$ cat src/rtl/instruction_fetch.sv
// Fetch stage: issues imem requests from an internal PC mirror, fills the IF/ID
// register, and steers ProgramCounter for sequential advance and redirects.
module instruction_fetch #(
   parameter int unsigned WORD_LEN = 32
) (
   input  logic                clk_i,
   input  logic                reset_i,
   input  logic [WORD_LEN-1:0] pc_i,
   output logic [WORD_LEN-1:0] pc_next_o,
   output logic                pc_enable_o,
   output logic                imem_req_o,
   output logic [WORD_LEN-1:0] imem_addr_o,
   input  logic                imem_ready_i,
   input  logic [WORD_LEN-1:0] imem_rdata_i,
   input  logic                redirect_i,
   input  logic [WORD_LEN-1:0] redirect_target_i,
   input  logic                id_stall_i,
   output logic                id_valid_o,
   output logic [WORD_LEN-1:0] id_instr_o,
   output logic [WORD_LEN-1:0] id_pc_o,
   output logic [WORD_LEN-1:0] id_pc_plus4_o,
   output logic                id_fault_o
);

   localparam logic [WORD_LEN-1:0] STEP = WORD_LEN'(4);

   typedef enum logic [1:0] {
      S_IDLE  = 2'd0,
      S_FETCH = 2'd1,
      S_FAULT = 2'd2
   } state_e;

   state_e              state_q;
   logic [WORD_LEN-1:0] req_addr_q;
   logic                fault_done_q;
   logic                id_valid_q;
   logic [WORD_LEN-1:0] id_instr_q;
   logic [WORD_LEN-1:0] id_pc_q;
   logic [WORD_LEN-1:0] id_pc_plus4_q;
   logic                id_fault_q;

   logic [WORD_LEN-1:0] req_addr_plus4;
   logic                req_c;
   logic                xfer_c;
   logic                redirect_c;
   logic                id_free_c;

   assign req_addr_plus4 = req_addr_q + STEP;
   assign id_free_c      = !id_valid_q || !id_stall_i;
   assign redirect_c     = redirect_i && !reset_i;

   // Request is combinational so a redirect or stall withdraws it in the same cycle.
   always_comb begin
      req_c = 1'b0;
      if (!reset_i && (state_q == S_FETCH)) begin
         req_c = !redirect_i && id_free_c;
      end
   end

   assign xfer_c = req_c && imem_ready_i;

   // PC steering: redirect wins over sequential advance.
   always_comb begin
      pc_enable_o = xfer_c || redirect_c;
      pc_next_o   = req_addr_plus4;
      if (redirect_c) begin
         pc_next_o = redirect_target_i;
      end else if (state_q == S_IDLE) begin
         pc_next_o = '0;
      end
   end

   assign imem_req_o    = req_c;
   assign imem_addr_o   = req_addr_q;
   assign id_valid_o    = id_valid_q;
   assign id_instr_o    = id_instr_q;
   assign id_pc_o       = id_pc_q;
   assign id_pc_plus4_o = id_pc_plus4_q;
   assign id_fault_o    = id_fault_q;

   always_ff @(posedge clk_i) begin
      if (reset_i) begin
         state_q       <= S_IDLE;
         req_addr_q    <= '0;
         fault_done_q  <= 1'b0;
         id_valid_q    <= 1'b0;
         id_instr_q    <= '0;
         id_pc_q       <= '0;
         id_pc_plus4_q <= '0;
         id_fault_q    <= 1'b0;
      end else if (redirect_i) begin
         req_addr_q   <= redirect_target_i;
         fault_done_q <= 1'b0;
         id_valid_q   <= 1'b0;
         id_fault_q   <= 1'b0;
         state_q      <= (redirect_target_i[1:0] == 2'b00) ? S_FETCH : S_FAULT;
      end else begin
         case (state_q)
            S_IDLE: begin
               req_addr_q   <= pc_i;
               fault_done_q <= 1'b0;
               state_q      <= (pc_i[1:0] == 2'b00) ? S_FETCH : S_FAULT;
            end
            S_FETCH: begin
               if (xfer_c) begin
                  id_valid_q    <= 1'b1;
                  id_instr_q    <= imem_rdata_i;
                  id_pc_q       <= req_addr_q;
                  id_pc_plus4_q <= req_addr_plus4;
                  id_fault_q    <= 1'b0;
                  req_addr_q    <= req_addr_plus4;
               end else if (!id_stall_i) begin
                  id_valid_q <= 1'b0;
               end
            end
            S_FAULT: begin
               // Deliver the fault marker exactly once, then park until redirected.
               if (!fault_done_q && id_free_c) begin
                  id_valid_q    <= 1'b1;
                  id_instr_q    <= '0;
                  id_pc_q       <= req_addr_q;
                  id_pc_plus4_q <= req_addr_plus4;
                  id_fault_q    <= 1'b1;
                  fault_done_q  <= 1'b1;
               end else if (!id_stall_i) begin
                  id_valid_q <= 1'b0;
               end
            end
            default: state_q <= S_IDLE;
         endcase
      end
   end

endmodule

$ cat config.mk
export PLATFORM = sky130hd
export DESIGN_NAME = instruction_fetch
export DESIGN_NICKNAME = d
export VERILOG_FILES = /design/src/rtl/instruction_fetch.sv
export SDC_FILE = /design/constraint.sdc
export NUM_CORES = 1
export LEC_CHECK = 0
export ABC_CLOCK_PERIOD_IN_PS = 5950
export CAP_MARGIN = 25
export CORE_ASPECT_RATIO = 2
export CORE_MARGIN = 5
export CORE_UTILIZATION = 40
export CTS_BUF_LIST = sky130_fd_sc_hd__clkbuf_8 sky130_fd_sc_hd__clkbuf_16
export DETAILED_ROUTE_END_ITERATION = 7
export DONT_BUFFER_PORTS = 1
export GPL_TIMING_DRIVEN = 1
export PLACE_DENSITY = 0.64
export SLEW_MARGIN = 25
export SYNTH_ARGS = -nofsm -noshare
export SYNTH_HDL_FRONTEND = slang
export SYNTH_SLANG_ARGS = --single-unit
$ cat constraint.sdc
create_clock -name clk_i -period 5.95 [get_ports clk_i]
set_input_delay 0.8925 -clock clk_i [delete_from_list [all_inputs] [get_ports clk_i]]
set_output_delay 0.8925 -clock clk_i [all_outputs]
set_load 0.02 [all_outputs]
==> run_results.csv <==
group,metric,value,unit
sta,fin_crit,4.542,ns
worst_hold_path,worstHoldPathType,"reg2reg",
grt,grt_pass1_wl,33.86,mm
cts,clockRootBuffer,"clkbuf_16",
place,portBuffers,0,
routing,num_vias,5944,
floorplanning,core,15780,um^2
cts,path_clk_slew,0.06,ns
grt,top_usage_layer,"met2",
logic_synthesis,synth-edff-count,0,
logic_synthesis,yosysWarnings,0,
power,power,0.002636,W
finish,antenna_cells,0,
cts,tritoncts,"yes",
logic_synthesis,yosys.area_share.simple,21.27,%
cts,ctsHoldBuffers,0,
sta,maxSlewViolCount,0,
cts,post_cts_buffers,0,
finish,seqCellArea,2623,um^2
routing,wl,22.21,mm
worst_setup_path,cp.arrival,3.65,ns
routing,drt_iter0_drc,322,
worst_setup_path,slowest_stage,"dfxtp_1",
flow_run,maxCapViolations,0,
worst_setup_path,crit_chain,"nand4_1 -> or4_1 -> or4_4 -> xor2_1 -> o31ai_1",
finish,multiInputGateArea,3473,um^2
logic_synthesis,synthTopCellsByArea,"dfxtp_1 (41%), nand2_1 (7.7%), a21oi_1 (5.6%)",
power,powerDensity,371.5,nW/um^2
finish,nFillCells,1603,
cts,cts_buffers,17,
grt,grt_pass1_vias,5973,
sta,fmax,220.1,MHz
logic_synthesis,synth_top_area_share,40.71,%
routing,drc,0,
sta,fin_crit_sh,76.34,%
routing,wire_per_inst,22.18,um
logic_synthesis,synth_xor_area_share,3.807,%
grt,use_met3,7.854,%
logic_synthesis,ys_ff_latch,131,
logic_synthesis,synth_top_family_by_area,"compound AO/OA/AOI/OAI gates",
floorplanning,start_util,40.83,%
worst_setup_path,criticalPathCategory,"reg2out",
cts,cts_buffer_depth,2,
grt,grt_max_degree,136,
worst_setup_path,cp-start-kind,"register",
place,hpwl,16.03,mm
worst_setup_path,cp.required,5.06,ns
grt,antenna_found_initial,0,
place,routabilityCongestion,0.8538,
floorplanning,floorplan.die_area,18900,um^2
routing,dr.pass1.iters,5,
worst_setup_path,path_max_fanout,9,
worst_setup_path,end_kind,"output port",
worst_setup_path,reg2reg_slack,2.75,ns
logic_synthesis,synth_fa_ha_area_share,0.7768,%
finish,syn_to_final_growth,10.14,%
floorplanning,fp.dieH,189.5,um
cts,postCtsResizedCells,0,
sta,tns,0,ns
floorplanning,rows,65,
finish,layout-drive-gt1-share,7.000,%
floorplanning,pin_count,265,
routing,ant_nets,0,
routing,viasPerCell,5.938,
logic_synthesis,yosys.area.top_type,"dfxtp_1",
logic_synthesis,synth_compound_gate_area_share,26.57,%
sta,finalHoldViolations,0,
sta,finalSetupViolations,0,
sta,worst_pin_slew,0.9547,ns
logic_synthesis,synth_cell_types,57,
logic_synthesis,seq_area_frac_synth,40.71,%
cts,h-tree-depth,4,
power,irDropWorstVdd,0.1913,mV
sta,worst_slew_margin_rel,36.36,%
status,status,"finished clean",
cts,clock_latency,0.42,ns
grt,use_met1,22.87,%
power,power.leakage,2.451,nW
grt,use_met2,41.61,%
grt,overflow,0,
floorplanning,die_x,99.74,um
sta,finClkSkew,0.008021,ns
cts,cts_sinks,131,
worst_setup_path,max_stage_delay,0.70,ns
logic_synthesis,syn-num-nets,940,
logic_synthesis,synth-main-ff-cell,"dfxtp_1",
logic_synthesis,synth.avg_cell_area,7.715,um^2
logic_synthesis,synthCells,835,
logic_synthesis,ys_async_sr_fraction,0,%
logic_synthesis,synth_area,6442,um^2
sta,rsz0062_at_grt,"no",
finish,nets,892,
grt,grt.total_usage,23.13,%
logic_synthesis,synthMuxAreaShare,0.7963,%
## final cells by class
type	count	area share, %
Inverter	21	1.111
Tap cell	201	3.544
Timing Repair Buffer	11	1.164
Multi-Input combinational cell	605	48.95
Clock buffer	18	6.189
Sequential cell	131	36.96
Clock inverter	14	2.081
## cells in the mapped netlist, types with 2 or more instances
cell,instances
a21oi_1,72
and3_1,6
mux2i_1,4
a22o_1,4
a211o_1,3
a21o_1,4
o32ai_1,6
a211oi_1,32
nand3_1,12
o311ai_0,2
a221oi_1,4
o21a_1,2
buf_1,2
nand2b_1,11
a31o_2,2
a22oi_1,38
and4_1,4
inv_1,21
nand4_1,10
a2bb2oi_1,2
o31ai_1,13
nand2_1,132
nor2b_1,9
xnor2_1,18
o41ai_1,2
clkbuf_1,68
nor2_1,93
nor3_1,11
xor2_1,10
ha_1,4
dfxtp_1,131
a222oi_1,4
or2_2,5
buf_4,4
a31oi_1,6
o2bb2ai_1,2
buf_2,3
nor4_1,5
o31a_1,6
o21ai_0,50
a2111oi_0,2
## state kept, by name, indices dropped and copies added (netlist names)
name / flops
id_instr_o: 32
fault_done_q: 1
id_valid_o: 1
id_pc_o: 32
id_fault_o: 1
imem_addr_o: 32
state_q: 2
id_pc_plus4_o: 30
## metal layers
layer	share of wire, %	up-vias
met2	53	279
met3	9.4	57
met5	0	-
li1	-	2851
met4	4.3	0
met1	34	2757
## power by group
group	internal [W]	switching (W)
Clock	0.000660	0.000397
Sequential	0.000961	0.000202
Combinational	0.000143	0.000273
Total	0.00176	0.000871
## path summary, 6_finish.rpt
path                        from               to  cells after the start
hold reg to reg       state_q[1]       state_q[1]                      2
setup / recovery  imem_addr_o[2]    pc_next_o[31]                      5
setup reg to reg      state_q[0]  imem_addr_o[22]                      7
hold / removal        state_q[1]       state_q[1]                      2
## kinds of logic after synthesis
logic type,count (synthesis)
flops,131
fa+ha+maj,4
buf+inv,99
xor+xnor,28
simple gates,307
mux,5
compound gates,261
## metrics by stage
stage          cell area [um^2]  instances  hold WS, ns  utilization (%)  setup WS, ns
3_5_place_dp               6509        969       0.4583            41.25         1.844
6_report                   7096       1001       0.4711            44.97         1.408
4_1_cts                    7096       1001       0.4662            44.97         1.380
5_1_grt                    7096       1001       0.5050            44.97         1.123
3_3_place_gp               6509        969       0.4575            41.25         1.897
2_1_floorplan              6442        835       0.4486                -         2.402
## worst max-delay path: cells and delay by family, from the launching register on
family | cells | cell delay, ns
xor gates and xnor gates | 1 | 0.17
DFF | 1 | 0.70
and+or+nand+nor | 3 | 1.69
AOI/OAI and AO/OA | 1 | 0.67
## layout by cell type (no fill, tap or decap), types with 12 or more instances in the layout
| cell type | synthesis | layout |
|---|---|---|
| a211oi_1 | 32 | 32 |
| a21oi_1 | 72 | 72 |
| a22oi_1 | 38 | 38 |
| clkbuf_16 | 0 | 17 |
| dfxtp_1 | 131 | 131 |
| inv_1 | 21 | 25 |
| nand2_1 | 132 | 132 |
| nand3_1 | 12 | 12 |
| nor2_1 | 93 | 93 |
| o21ai_0 | 50 | 50 |
| o31ai_1 | 13 | 13 |
| xnor2_1 | 18 | 18 |
No activity file was read; power rests on OpenSTA's default activity.
